$ cat config.mk
export PLATFORM = sky130hd
export DESIGN_NAME = bram_pixel_pack_out
export DESIGN_NICKNAME = d
export VERILOG_FILES = /design/src/rtl/lattice_pkg.sv /design/src/rtl/bram_pixel_pack_out_pixel_fifo.sv /design/src/rtl/bram_pixel_pack_out.sv
export SDC_FILE = /design/constraint.sdc
export NUM_CORES = 1
export LEC_CHECK = 0
export BUFFER_PORTS_ARGS = -buffer_cell sky130_fd_sc_hd__buf_2
export CAP_MARGIN = 10
export CORE_UTILIZATION = 62
export DETAILED_ROUTE_END_ITERATION = 16
export PLACE_DENSITY = 0.85
export SYNTH_ARGS = -nofsm -noshare
export SYNTH_HDL_FRONTEND = slang
export SYNTH_HIERARCHICAL = 1
export SYNTH_SLANG_ARGS = --single-unit
$ cat constraint.sdc
create_clock -name m00_axis_aclk -period 8.1 [get_ports m00_axis_aclk]
set_input_delay 0.81 -clock m00_axis_aclk [delete_from_list [all_inputs] [get_ports m00_axis_aclk]]
set_output_delay 0.81 -clock m00_axis_aclk [all_outputs]
set_load 0.01 [all_outputs]
$ cat src/rtl/lattice_pkg.sv
// Shared lattice datapath definitions: direction layout of a packed pixel beat
// and the write-back FSM state encoding.
package lattice_pkg;

   localparam int DIR_COUNT   = 9;
   localparam int DIR_WIDTH   = 16;
   localparam int PIXEL_WIDTH = DIR_COUNT * DIR_WIDTH;

   localparam int N_OFF    = 0;
   localparam int NULL_OFF = 16;
   localparam int NE_OFF   = 32;
   localparam int E_OFF    = 48;
   localparam int SE_OFF   = 64;
   localparam int S_OFF    = 80;
   localparam int SW_OFF   = 96;
   localparam int W_OFF    = 112;
   localparam int NW_OFF   = 128;

   typedef enum logic [1:0] {
      IDLE  = 2'd0,
      READ  = 2'd1,
      DRAIN = 2'd2,
      DONE  = 2'd3
   } state_t;

   function automatic logic [PIXEL_WIDTH-1:0] pack_pixel(
      input logic [DIR_WIDTH-1:0] n,  input logic [DIR_WIDTH-1:0] nul,
      input logic [DIR_WIDTH-1:0] ne, input logic [DIR_WIDTH-1:0] e,
      input logic [DIR_WIDTH-1:0] se, input logic [DIR_WIDTH-1:0] s,
      input logic [DIR_WIDTH-1:0] sw, input logic [DIR_WIDTH-1:0] w,
      input logic [DIR_WIDTH-1:0] nw);
      logic [PIXEL_WIDTH-1:0] p;
      p = '0;
      p[N_OFF    +: DIR_WIDTH] = n;
      p[NULL_OFF +: DIR_WIDTH] = nul;
      p[NE_OFF   +: DIR_WIDTH] = ne;
      p[E_OFF    +: DIR_WIDTH] = e;
      p[SE_OFF   +: DIR_WIDTH] = se;
      p[S_OFF    +: DIR_WIDTH] = s;
      p[SW_OFF   +: DIR_WIDTH] = sw;
      p[W_OFF    +: DIR_WIDTH] = w;
      p[NW_OFF   +: DIR_WIDTH] = nw;
      return p;
   endfunction

endpackage

$ cat src/rtl/bram_pixel_pack_out_pixel_fifo.sv
// Four-entry synchronous FIFO holding packed pixels plus their last-beat flag.
module pixel_fifo #(
   parameter int WIDTH = 145
) (
   input  logic             m00_axis_aclk,
   input  logic             m00_axis_areset,
   input  logic             push,
   input  logic [WIDTH-1:0] din,
   input  logic             pop,
   output logic [WIDTH-1:0] dout,
   output logic [2:0]       count,
   output logic             full,
   output logic             empty
);

   logic [WIDTH-1:0] mem [4];
   logic [1:0]       wr_ptr;
   logic [1:0]       rd_ptr;
   logic             do_push;
   logic             do_pop;

   assign full    = (count == 3'd4);
   assign empty   = (count == 3'd0);
   assign do_push = push & ~full;
   assign do_pop  = pop & ~empty;
   assign dout    = mem[rd_ptr];

   always_ff @(posedge m00_axis_aclk or posedge m00_axis_areset) begin
      if (m00_axis_areset) begin
         wr_ptr <= '0;
         rd_ptr <= '0;
         count  <= '0;
      end else begin
         if (do_push) wr_ptr <= wr_ptr + 2'd1;
         if (do_pop)  rd_ptr <= rd_ptr + 2'd1;
         case ({do_push, do_pop})
            2'b10:   count <= count + 3'd1;
            2'b01:   count <= count - 3'd1;
            default: count <= count;
         endcase
      end
   end

   // Storage is data only; emptiness is tracked by the pointers and count.
   always_ff @(posedge m00_axis_aclk) begin
      if (do_push) mem[wr_ptr] <= din;
   end

endmodule

$ cat src/rtl/bram_pixel_pack_out.sv
// Write-back stage: reads the nine direction BRAMs pixel by pixel and streams
// each pixel as one 144-bit AXI-Stream beat, tlast on the final pixel.
module bram_pixel_pack_out
   import lattice_pkg::*;
#(
   parameter int DATA_WIDTH    = 16,
   parameter int DEPTH         = 2500,
   parameter int ADDRESS_WIDTH = 12,
   parameter int READ_LATENCY  = 1
) (
   input  logic                     m00_axis_aclk,
   input  logic                     m00_axis_areset,
   input  logic                     start,
   output logic [ADDRESS_WIDTH-1:0] read_addr,
   output logic                     read_en,
   input  logic [DATA_WIDTH-1:0]    n_rd,
   input  logic [DATA_WIDTH-1:0]    null_rd,
   input  logic [DATA_WIDTH-1:0]    ne_rd,
   input  logic [DATA_WIDTH-1:0]    e_rd,
   input  logic [DATA_WIDTH-1:0]    se_rd,
   input  logic [DATA_WIDTH-1:0]    s_rd,
   input  logic [DATA_WIDTH-1:0]    sw_rd,
   input  logic [DATA_WIDTH-1:0]    w_rd,
   input  logic [DATA_WIDTH-1:0]    nw_rd,
   output logic                     m00_axis_tvalid,
   output logic [PIXEL_WIDTH-1:0]   m00_axis_tdata,
   output logic [PIXEL_WIDTH/8-1:0] m00_axis_tstrb,
   output logic                     m00_axis_tlast,
   input  logic                     m00_axis_tready,
   output logic                     busy,
   output logic                     done
);

   state_t                   state;
   logic [READ_LATENCY-1:0]  rd_vld_p;
   logic [READ_LATENCY-1:0]  rd_last_p;
   logic [2:0]               inflight;
   logic [2:0]               fifo_count;
   logic                     fifo_full;
   logic                     fifo_empty;
   logic [PIXEL_WIDTH:0]     fifo_head;
   logic                     push;
   logic                     pop;
   logic                     last_addr;

   always_comb begin
      inflight = '0;
      for (int i = 0; i < READ_LATENCY; i++) inflight = inflight + 3'(rd_vld_p[i]);
   end

   // A read is issued only if its beat is guaranteed a buffer slot on return.
   assign read_en   = (state == READ) && !fifo_full &&
                      (({1'b0, fifo_count} + {1'b0, inflight}) < 4'd4);
   assign last_addr = (read_addr == ADDRESS_WIDTH'(DEPTH - 1));
   assign push      = rd_vld_p[READ_LATENCY-1];
   assign pop       = m00_axis_tvalid & m00_axis_tready;

   assign m00_axis_tvalid = !fifo_empty;
   assign m00_axis_tdata  = fifo_empty ? '0 : fifo_head[PIXEL_WIDTH-1:0];
   assign m00_axis_tlast  = fifo_empty ? 1'b0 : fifo_head[PIXEL_WIDTH];
   assign m00_axis_tstrb  = '1;

   always_ff @(posedge m00_axis_aclk or posedge m00_axis_areset) begin
      if (m00_axis_areset) begin
         state     <= IDLE;
         read_addr <= '0;
         busy      <= 1'b0;
         done      <= 1'b0;
      end else begin
         case (state)
            IDLE: begin
               done <= 1'b0;
               if (start) begin
                  state     <= READ;
                  read_addr <= '0;
                  busy      <= 1'b1;
               end
            end
            READ: begin
               if (read_en) begin
                  if (last_addr) state <= DRAIN;
                  else           read_addr <= read_addr + 1'b1;
               end
            end
            DRAIN: begin
               if (pop && fifo_head[PIXEL_WIDTH] && fifo_count == 3'd1 && inflight == 3'd0) begin
                  state <= DONE;
                  busy  <= 1'b0;
                  done  <= 1'b1;
               end
            end
            default: begin
               state <= IDLE;
               done  <= 1'b0;
            end
         endcase
      end
   end

   // Read-latency pipeline: one valid and last-pixel flag per outstanding read.
   always_ff @(posedge m00_axis_aclk or posedge m00_axis_areset) begin
      if (m00_axis_areset) begin
         rd_vld_p  <= '0;
         rd_last_p <= '0;
      end else begin
         rd_vld_p[0]  <= read_en;
         rd_last_p[0] <= read_en & last_addr;
         for (int i = 1; i < READ_LATENCY; i++) begin
            rd_vld_p[i]  <= rd_vld_p[i-1];
            rd_last_p[i] <= rd_last_p[i-1];
         end
      end
   end

   pixel_fifo #(.WIDTH(PIXEL_WIDTH + 1)) u_fifo (
      .m00_axis_aclk   (m00_axis_aclk),
      .m00_axis_areset (m00_axis_areset),
      .push            (push),
      .din             ({rd_last_p[READ_LATENCY-1],
                         pack_pixel(n_rd, null_rd, ne_rd, e_rd, se_rd,
                                    s_rd, sw_rd, w_rd, nw_rd)}),
      .pop             (pop),
      .dout            (fifo_head),
      .count           (fifo_count),
      .full            (fifo_full),
      .empty           (fifo_empty)
   );

endmodule

==> metrics, run 1 <==
status completed; layout cell share with drive strength beyond 1 37.5%; Hold WS 0.159 ns; 1st-iter DRT viols 608; Most used DFF post-synth edfxtp_1; CP max FO 100; Pins Over Slew Limit 0; global-route wire length before repair 68.8 mm; Remaining Overflow, GRT 0; Syn Inst Count 1091; placed inst area 25400 µm²; Max Freq 234 MHz; DRC 0; post-route cell area 27200 µm²; Setup WS pre-CTS approximately 4.4 ns; Crit Path Category reg -> out; RSZ-0062 raised after global routing false; Root Buffer clkbuf_16; CP startpoint kind register; Total Power 10300 µW; flop-to-flop setup slack 4.53 ns; Initial Utilization 62.9%; routability congestion estimate from global placement 0.786; CP Capture Point m00_axis_tdata[51]; Total GRT Usage 24.0%; Slew @ Worst Pin about 1.1 ns; P per Cell Area approximately 380 nW/µm²; fin crit share 52.7%; TritonCTS clock tree built; endpoints failing hold 0; Setup TNS Final 0 ns; Post-synth EDFFs 580; WP data arrival about 3.5 ns; synth top area cells edfxtp_1 74%, mux4_2 14%, nor2b_1 3.9%; worst r2r dst state[1]; # H-tree levels 2; peak supply drop 331 µV; vias in the first global route between 10000 and 15000; Via density approximately 5.8; reg2reg start u_fifo/rd_ptr[0]; Total Routed Length 46.0 mm; FF+latch count, synth ~610; core area about 38000 µm²; Avg Inst Size Synth about 22 µm²; worst rel slew slack 27.6%; total of max-cap violations 0; sequential share of the synthesized area roughly three quarters; WP data required about 7.3 ns; Synth Warn # 6; ys async rst share 4.13%; hold_buf cts 0; Skew-Pair Late Insertion Delay 0.60 ns; post-CTS sizing 0; clock net sink count 605; minimum clock period 4.27 ns; height of the chip 197 µm; wire length per cell 23.3 µm; Setup crit start u_fifo/rd_ptr[0]; DRT Pass-1 Iters 5; slowest stage cell, crit path dfrtp_4; die width roughly 200 µm; worst path cell trace buf_12, mux4_2, nor2b_1, buf_2; Bufs on Longest Clock Path 3; top cell type by total area after synthesis edfxtp_1; num ports between 300 and 400; Synth cell types 43; setup ws final 3.83 ns; largest net degree at the start of global routing a little over 100; Critical Path End Type output port; Vias 11400; final net count 1575; peak per-stage delay on the critical path 1.06 ns; Setup Viol. Count Final 0; P&R area growth vs syn 14.9%; hold crit path type in -> async; Antenna Nets Post-Route 0; DP HPWL 26.1 mm; die footprint 38900 µm²; Inserted Clock Buffers 56; # Post-CTS Setup Buffers 0; R2R cell count 7; Leak roughly 0.0095 µW; initial antenna violation count 9; clock skew 0.0211 ns; Cell Area, Synth 23600 µm²; Clk pin slew, worst setup/hold paths approximately 0.06 ns; share of the synthesized area in the top cell type 73.7%; Row Count 71; IO buf count ~310
[cell type report]
class	instances	area (µm²)
diodes	7	17.5
clock buffers	72	1480
clock inverters	28	231
fillers	2186	10400
inverters	13	48.8
multi-input cells	419	5050
flip-flops and latches	605	18000
well taps	511	639
repair buffers	321	1650
[logic make-up (layout without fill, tap and decap cells)]
family / count (synthesis) / in the layout / share of synthesized area [%]
adders and majority gates: 11 / 11 / 0.614
other: 1 / 25 / 0.0159
AOI/OAI and AO/OA: 21 / 21 / 0.588
buffers and inverters: 84 / 434 / 2.67
muxes: 151 / 151 / 14.1
xor gates and xnor gates: 11 / 11 / 0.408
DFF: 605 / 605 / 76.3
and+or+nand+nor: 207 / 207 / 5.31
[cells in the mapped netlist (all sizes together) (3+ instances only)]
| cell type | n |
|---|---|
| dfrtp | 25 |
| nor3 | 3 |
| nor2b | 148 |
| ha | 10 |
| inv | 13 |
| and2 | 4 |
| and3 | 3 |
| nor4 | 5 |
| mux4 | 145 |
| a21oi | 4 |
| mux2i | 4 |
| o21ai | 8 |
| xor2 | 3 |
| nor4b | 3 |
| nand2 | 9 |
| o31ai | 3 |
| clkbuf | 20 |
| buf | 51 |
| edfxtp | 580 |
| xnor2 | 8 |
| nand3 | 12 |
| nor2 | 10 |
[cells in the final DEF, fill, tap and decap left out, types with 4 or more instances in the layout]
cell type	synthesis	layout
and2_4	0	4
xnor2_1	8	8
nor2b_1	148	148
ha_1	10	10
nand2_1	9	9
nor4_1	5	5
clkinv_2	0	5
o21ai_0	8	8
buf_2	15	308
conb_1	1	18
mux2i_1	4	4
clkbuf_16	0	57
inv_1	13	13
dfrtp_1	25	23
mux4_2	145	145
bufinv_16	0	4
nand3_1	12	12
edfxtp_1	580	580
nor2_1	10	10
buf_4	19	12
a21oi_1	4	4
clkbuf_1	19	15
clkinv_1	0	16
diode_2	0	7
[flip-flops by register name (all words and copies together), names as in the netlist]
signal	cells
state	2
done	1
u_fifo/wr_ptr	2
u_fifo/count	3
push	1
u_fifo/rd_ptr	2
u_fifo/mem	580
rd_last_p	1
busy	1
read_addr	12
[layer usage]
layer | GRT usage (%) | vias up | wire (µm)
met1 | 31.3 | 5925 | 17600
li1 | - | 5015 | -
met3 | 6.33 | 79 | 3540
met2 | 39.8 | 406 | 23800
met5 | 0 | - | 58
met4 | 7.75 | 8 | 1080
[worst min path at each step]
stage | startpoint | to | slack [ns]
2_1_floorplan | rd_last_p | u_fifo/mem[0][144] | 0.45
3_3_place_gp | rd_last_p | u_fifo/mem[2][144] | 0.48
3_5_place_dp | done | done | 0.48
4_1_cts | m00_axis_areset | u_fifo/count[2] | 0.13
5_1_grt | m00_axis_areset | u_fifo/count[2] | 0.16
6_report | m00_axis_areset | u_fifo/count[2] | 0.16
[through the flow]
step,utilization (%),std cells
finish,72.3,1976
global route,72.3,1970
CTS,72.3,1969
detailed placement,67.7,1869
global placement,67.7,1869
floorplan,-,1108
[power breakdown]
group | total, µW | switching, µW | leakage [µW] | internal, µW
Combinational | 3330 | 1790 | 0.00307 | 1540
Clock | 2480 | 1070 | 0.000835 | 1410
Sequential | 4530 | 332 | 0.00561 | 4190
Total | 10300 | 3190 | 0.00951 | 7150
[worst max-delay path: cells and delay by family, from the launching register on]
family                 cells  cell delay, ns
AND/OR/NAND/NOR            1            0.16
flip-flops                 1            1.06
buffers and inverters      2            0.89
multiplexers               1            0.64
No activity file was read; power rests on OpenSTA's default activity.
==> run 2, diff against run 1 <==
- CORE_UTILIZATION: 62 -> 57
- PLACE_DENSITY: 0.85 -> 0.79
- clock period: 8.1 -> 4.2 ns (I/O delays scaled with it)
==> metrics, run 2 (synthesized netlist as in run 1, its figures left out) <==
status completed; TritonCTS clock tree built; height of the chip 206 µm (+4.3%); max reg flops 580 (unchanged); die footprint 42300 µm² (+8.7%); R2R cell count 4 (-3); total placed cells including tap cells 1899 (+1.6%); 1st-iter DRT viols 748 (+23%); routability congestion estimate from global placement 0.800 (+1.8%); Setup TNS Final 0 ns (unchanged); Clk pin slew, worst setup/hold paths 0.06 ns (about the same); DRT Pass-1 Iters 5 (unchanged); # Post-CTS Setup Buffers 0 (unchanged); Inserted Clock Buffers 57 (+1.8%); Total Routed Length 45.2 mm (-1.7%); Final Instance Count excl. Fillers 2013 (+1.9%); num ports 327 (unchanged); worst rel slew slack 33.3% (+5.7 points); fin crit share about 80%; total of max-cap violations 0 (unchanged); Total GRT Usage 21.8% (-2.2 points); Hold WS 0.0346 ns (-0.124 ns); DRC 0 (unchanged); die width 206 µm (+4.3%); WP data arrival 2.93 ns (-0.53 ns); Via density 5.68 (-1.8%); Row Count 74 (+4.2%); commonest non-fill, non-tap cells in the layout 580 x edfxtp_1, 308 x buf_2, 148 x nor2b_1, 145 x mux4_2, 59 x clkbuf_16; largest net degree at the start of global routing 83 (-18%); Initial Utilization 57.9% (-5.0 points); core area 40800 µm² (+8.7%); Vias 11400 (+0.070%); minimum clock period between 3 and 4 ns; # H-tree levels 2 (unchanged); initial antenna violation count 14 (+5); final net count 1589 (+0.89%); hold crit path type in -> reg; most flop-heavy register u_fifo/mem; Hold Path Cell Cnt 1; DP HPWL 27.0 mm (+3.5%); most common cell after layout, fill and taps aside edfxtp_1; P&R area growth vs syn 16.2%; endpoints failing hold 0 (unchanged); Leak 0.00963 µW (+1.3%); Critical Path End Type output port; Crit Path Category reg -> out; RSZ-0062 raised after global routing false; Slew @ Worst Pin 1.00 ns (-0.0854 ns); global-route wire length before repair 68.1 mm (-1.0%); Setup crit start u_fifo/rd_ptr[0]; Remaining Overflow, GRT 0 (unchanged); IO buf count 308 (unchanged); clock skew 0.0108 ns (-0.0103 ns); clock net sink count 605 (unchanged); Pins Over Slew Limit 0 (unchanged); Setup Viol. Count Final 0 (unchanged); CP max FO 34 (-66%); vias in the first global route 11900 (+0.99%); P per Cell Area 731 nW/µm² (+92%); Skew-Pair Late Insertion Delay 0.59 ns (about the same); peak supply drop 650 µV (+96%); WP data required 3.78 ns (-3.51 ns); Root Buffer clkbuf_16; Antenna Nets Post-Route 0 (unchanged); wire length per cell 22.5 µm (-3.5%); Bufs on Longest Clock Path 3 (unchanged); Top Registers u_fifo/mem x580, read_addr x12, u_fifo/count x3; worst r2r dst u_fifo/mem[1][126]; CP Capture Point m00_axis_tdata[136]; flop-to-flop setup slack 1.49 ns (-3.04 ns); Max Freq 298 MHz; layout cell share with drive strength beyond 1 38.2% (+0.72 points); CP startpoint kind register; reg2reg start u_fifo/count[2]
[run 2: cell count changes in the layout (fill, tap and decap cells not counted), sizes merged]
cell / before / now
clkinvlp: 0 / 2
dlygate4sd3: 0 / 4
inv: 15 / 14
clkinv: 22 / 24
bufinv: 4 / 3
diode: 7 / 6
buf: 321 / 330
clkbuf: 72 / 74
[run 2: cell type report]
class                           count  area, µm²
Sequential cell                   605      18000
Fill cell                        2591      13400
Inverter                           13       48.8
Clock buffer                       74       1550
Tap cell                          532        666
Clock inverter                     30        220
Multi-Input combinational cell    419       5050
Timing Repair Buffer              334       1870
Antenna cell                        6       15.0
[run 2: timing repair]
item | CTS | global route
hold endpoints to repair | 33 | 0
hold buffers | 4 | 0
gates resized for setup | 0 | 0
[run 2: worst min-delay path by stage]
stage | startpoint | to | slack, ns
2_1_floorplan | m00_axis_areset | u_fifo/count[0] | 0.22
3_3_place_gp | m00_axis_areset | u_fifo/rd_ptr[0] | 0.37
3_5_place_dp | m00_axis_areset | u_fifo/rd_ptr[0] | 0.39
4_1_cts | sw_rd[1] | u_fifo/mem[0][97] | 0.00003
5_1_grt | sw_rd[1] | u_fifo/mem[3][97] | 0.01
6_report | sw_rd[1] | u_fifo/mem[0][97] | 0.03
[run 2: per-layer routing]
layer	vias up	wire length (µm)	GRT usage, %
met2	413	22800	36.0
met3	83	3940	6.76
met4	18	891	6.64
met5	-	126	0
li1	5046	-	-
met1	5881	17500	27.8
[run 2: where the power goes]
group	internal, µW	switching, µW	total, µW
Combinational	3090	3560	6650
Sequential	8070	523	8600
Clock	2770	2050	4830
Total	13900	6130	20100
[run 2: stage by stage]
step / setup WS, ns / utilization [%] / power, µW / area [µm²]
5_1_grt: 0.662 / 67.2 / 21100 / 27500
3_5_place_dp: 1.42 / 62.8 / 15500 / 25600
4_1_cts: 0.745 / 67.2 / 20300 / 27500
6_report: 0.849 / 67.3 / 20100 / 27500
3_3_place_gp: 1.45 / 62.8 / 15300 / 25600
2_1_floorplan: 1.03 / - / 13200 / 23700
[run 2: worst max-delay path, cell delays in order, from the launching register on]
cell and delay [ns]:
dfrtp_4 0.92, buf_4 0.47, mux4_2 0.57, nor2b_1 0.17, buf_2 0.19
==> run 3, diff against run 2 <==
- ABC_AREA: unset -> 1
- CORE_UTILIZATION: 57 -> 58
- PLACE_DENSITY: 0.79 -> 0.8
- clock period: 4.2 -> 3.5 ns (I/O delays scaled with it)
==> metrics, run 3 <==
endpoints failing hold 0 (unchanged); core area 44200 µm² (+8.3%); Fillers 2797 (+8.0%); Cell Area, Synth 26000 µm² (+10%); vias in the first global route 17500 (+47%); Critical Path End Type output port; routability congestion estimate from global placement 0.872 (+9.1%); Psw 9350 µW (+52%); Root Buffer clkbuf_16; DRT Pass-1 Iters 5 (unchanged); grt peak-use layer met2; commonest non-fill, non-tap cells in the layout 580 x edfxtp_1, 512 x nand2_1, 469 x inv_1, 308 x buf_2, 240 x o211ai_1; Max Freq approximately 330 MHz; Seq pwr share 37.0% (-5.8 points); worst rel slew slack 44.5% (+11 points); Vias 17700 (+55%); Initial Utilization 58.8% (+0.95 points); wire length per cell 17.4 µm (-23%); total of max-cap violations 0 (unchanged); Final Instance Count excl. Fillers 3328 (+65%); Bufs on Longest Clock Path 3 (unchanged); worst path cell trace inv_8, buf_4, o211ai_1, nand2_1, inv_1, nor2_1, buf_2; # Post-CTS Setup Buffers 0 (unchanged); minimum clock period 3.03 ns; WP data required 3.15 ns (-0.63 ns); most frequent cell after synthesis edfxtp_1; CP startpoint kind register; multi-input logic area 5610 µm² (+11%); Comb power frac 39.5% (+6.4 points); hold crit path type in -> reg; Hold WS 0.165 ns (+0.131 ns); Remaining Overflow, GRT 0 (unchanged); peak per-stage delay on the critical path 0.48 ns (-0.44 ns); DRC 0 (unchanged); Commonest cells post-synth 580 x edfxtp_1, 512 x nand2_1, 471 x inv_1; hold_buf cts 145 (+141); Setup Viol. Count Final 0 (unchanged); Switching Fraction 37.9% (+7.3 points); P&R area growth vs syn 20.5%; IO buf count 308 (unchanged); Skew-Pair Late Insertion Delay 0.61 ns (+0.02 ns); initial antenna violation count 3 (-11); DP HPWL 32.3 mm (+19%); Top Registers u_fifo/mem x580, read_addr x12, u_fifo/count x3; 1st-iter DRT viols 1374 (+84%); die footprint 45700 µm² (+8.1%); Total GRT Usage 25.0% (+3.3 points); grt met1 use 30.1% (+2.4 points); Total Routed Length 57.9 mm (+28%); Avg Inst Size Synth 11.5 µm² (-47%); top cell type by total area after synthesis edfxtp_1; most flop-heavy register u_fifo/mem; Row Count 77 (+4.1%); Synth cell types 29 (-33%); status completed; FF+latch count, synth 605 (unchanged); final net count 2852 (+79%); Internal 15300 µW (+10%); total placed cells including tap cells 3079 (+62%); die width 214 µm (+4.0%); Via density 5.32 (-6.3%); M3 GR Usage 5.07% (-1.7 points); Pins Over Slew Limit 0 (unchanged); clock net sink count 605 (unchanged); clock power share 23.5% (-0.5 points); clock skew 0.0136 ns (+0.00283 ns); num ports 327 (unchanged); # H-tree levels 2 (unchanged); met2 Track Usage GR 44.0% (+8.1 points); post-CTS sizing 0 (unchanged); final core occ 70.9% (+3.6 points); share of the synthesized area in the top cell type 66.9% (-6.7 points); height of the chip 214 µm (+4.0%); Post-synth EDFFs 580 (unchanged); WP data arrival 2.68 ns (-0.25 ns); Crit Path Category reg -> out; synth top area cells edfxtp_1 67%, nand2_1 7.4%, o211ai_1 6.9%; Synth Warn # 6 (unchanged); most common cell after layout, fill and taps aside edfxtp_1; RSZ-0062 raised after global routing false; sequential share of the synthesized area 69.3% (-7.0 points); layout cell share with drive strength beyond 1 17.6% (-21 points); CP max FO 91 (+170%); max reg flops 580 (unchanged); Slew @ Worst Pin 0.832 ns (-0.168 ns); slowest stage cell, crit path buf_4; register area 18000 µm² (about the same); Leak 0.0135 µW (+41%); peak supply drop 978 µV (+50%); Setup TNS Final 0 ns (unchanged); P per Cell Area 787 nW/µm² (+7.7%); ys async rst share 4.13% (unchanged); Most used DFF post-synth edfxtp_1; Clk pin slew, worst setup/hold paths 0.06 ns (about the same); Syn Inst Count 2264 (+110%); largest net degree at the start of global routing 147 (+77%); Inserted Clock Buffers 59 (+3.5%); Antenna Nets Post-Route 0 (unchanged); fin crit share 86.7%; global-route wire length before repair 88.4 mm (+30%); TritonCTS clock tree built
==> run 3: cell types whose count changed after synthesis, sizes merged, moves of 22 or more <==
| cell | change |
|---|---|
| nand2 | +505 |
| inv | +459 |
| o211ai | +289 |
| nor2 | +174 |
| nor2b | -148 |
| mux4 | -145 |
| clkbuf | +41 |
| nand3 | +24 |
| buf | +22 |
==> run 3: final cells by class <==
| cell class | instances | area share, % |
|---|---|---|
| sequential | 605 | 57.6 |
| multi-input combinational | 1070 | 17.9 |
| timing repair buffer | 485 | 11.0 |
| inverter | 472 | 5.70 |
| clock buffer | 79 | 4.95 |
| tap | 592 | 2.36 |
| clock inverter | 22 | 0.559 |
| antenna | 3 | 0.0239 |
==> run 3: stage by stage <==
stage | setup WS [ns] | total power (µW) | instance area, µm²
4_1_cts | 0.517 | 24700 | 31300
3_5_place_dp | 1.15 | 18700 | 28200
5_1_grt | 0.293 | 26100 | 31300
3_3_place_gp | 1.24 | 18400 | 28200
6_report | 0.467 | 24700 | 31300
2_1_floorplan | -1.52 | 15600 | 26100
==> run 3: logic make-up after synthesis <==
| family | share of synthesized area (%) |
|---|---|
| flip-flops | 69.3 |
| AO/OA/AOI/OAI | 9.51 |
| buffers and inverters | 9.47 |
| AND/OR/NAND/NOR | 11.0 |
| adder cells (fa/ha/maj) | 0.558 |
| XOR/XNOR | 0.101 |
| other | 0.0144 |
==> run 3: path summary, 6_finish.rpt <==
path	startpoint	end	slack, ns	cells past startpoint
max	u_fifo/rd_ptr[0]	m00_axis_tdata[59]	0.47	7
min	m00_axis_tready	u_fifo/rd_ptr[0]	0.17	5
max reg2reg	u_fifo/rd_ptr[0]	state[0]	1.14	11
min reg2reg	busy	busy	0.50	2
max in group asynchronous	m00_axis_areset	rd_last_p	2.59	3
min in group asynchronous	m00_axis_areset	u_fifo/count[1]	0.22	3
==> run 3: routing by layer <==
| metal | part of all wire [%] | vias to the layer above |
|---|---|---|
| li1 | - | 8358 |
| met1 | 40 | 8546 |
| met2 | 51 | 678 |
| met3 | 6.2 | 137 |
| met4 | 3.0 | 2 |
| met5 | 0.016 | - |
==> run 3: worst max-delay path, delay by kind of cell, from the launching register on <==
kind                   cells  cell delay (ns)
AO/OA/AOI/OAI              1             0.15
flip-flops                 1             0.47
AND/OR/NAND/NOR            2             0.26
buffers and inverters      4             1.11
==> run 3: power by group through the flow <==
stage               Combinational (µW)  Sequential [µW]  Clock, µW
finish                            9760             9130       5790
global placement                  9180             9220          0
global route                     10800             9190       6170
floorplan                         6250             9310          0
detailed placement                9460             9270          0
CTS                               9670             9120       5890
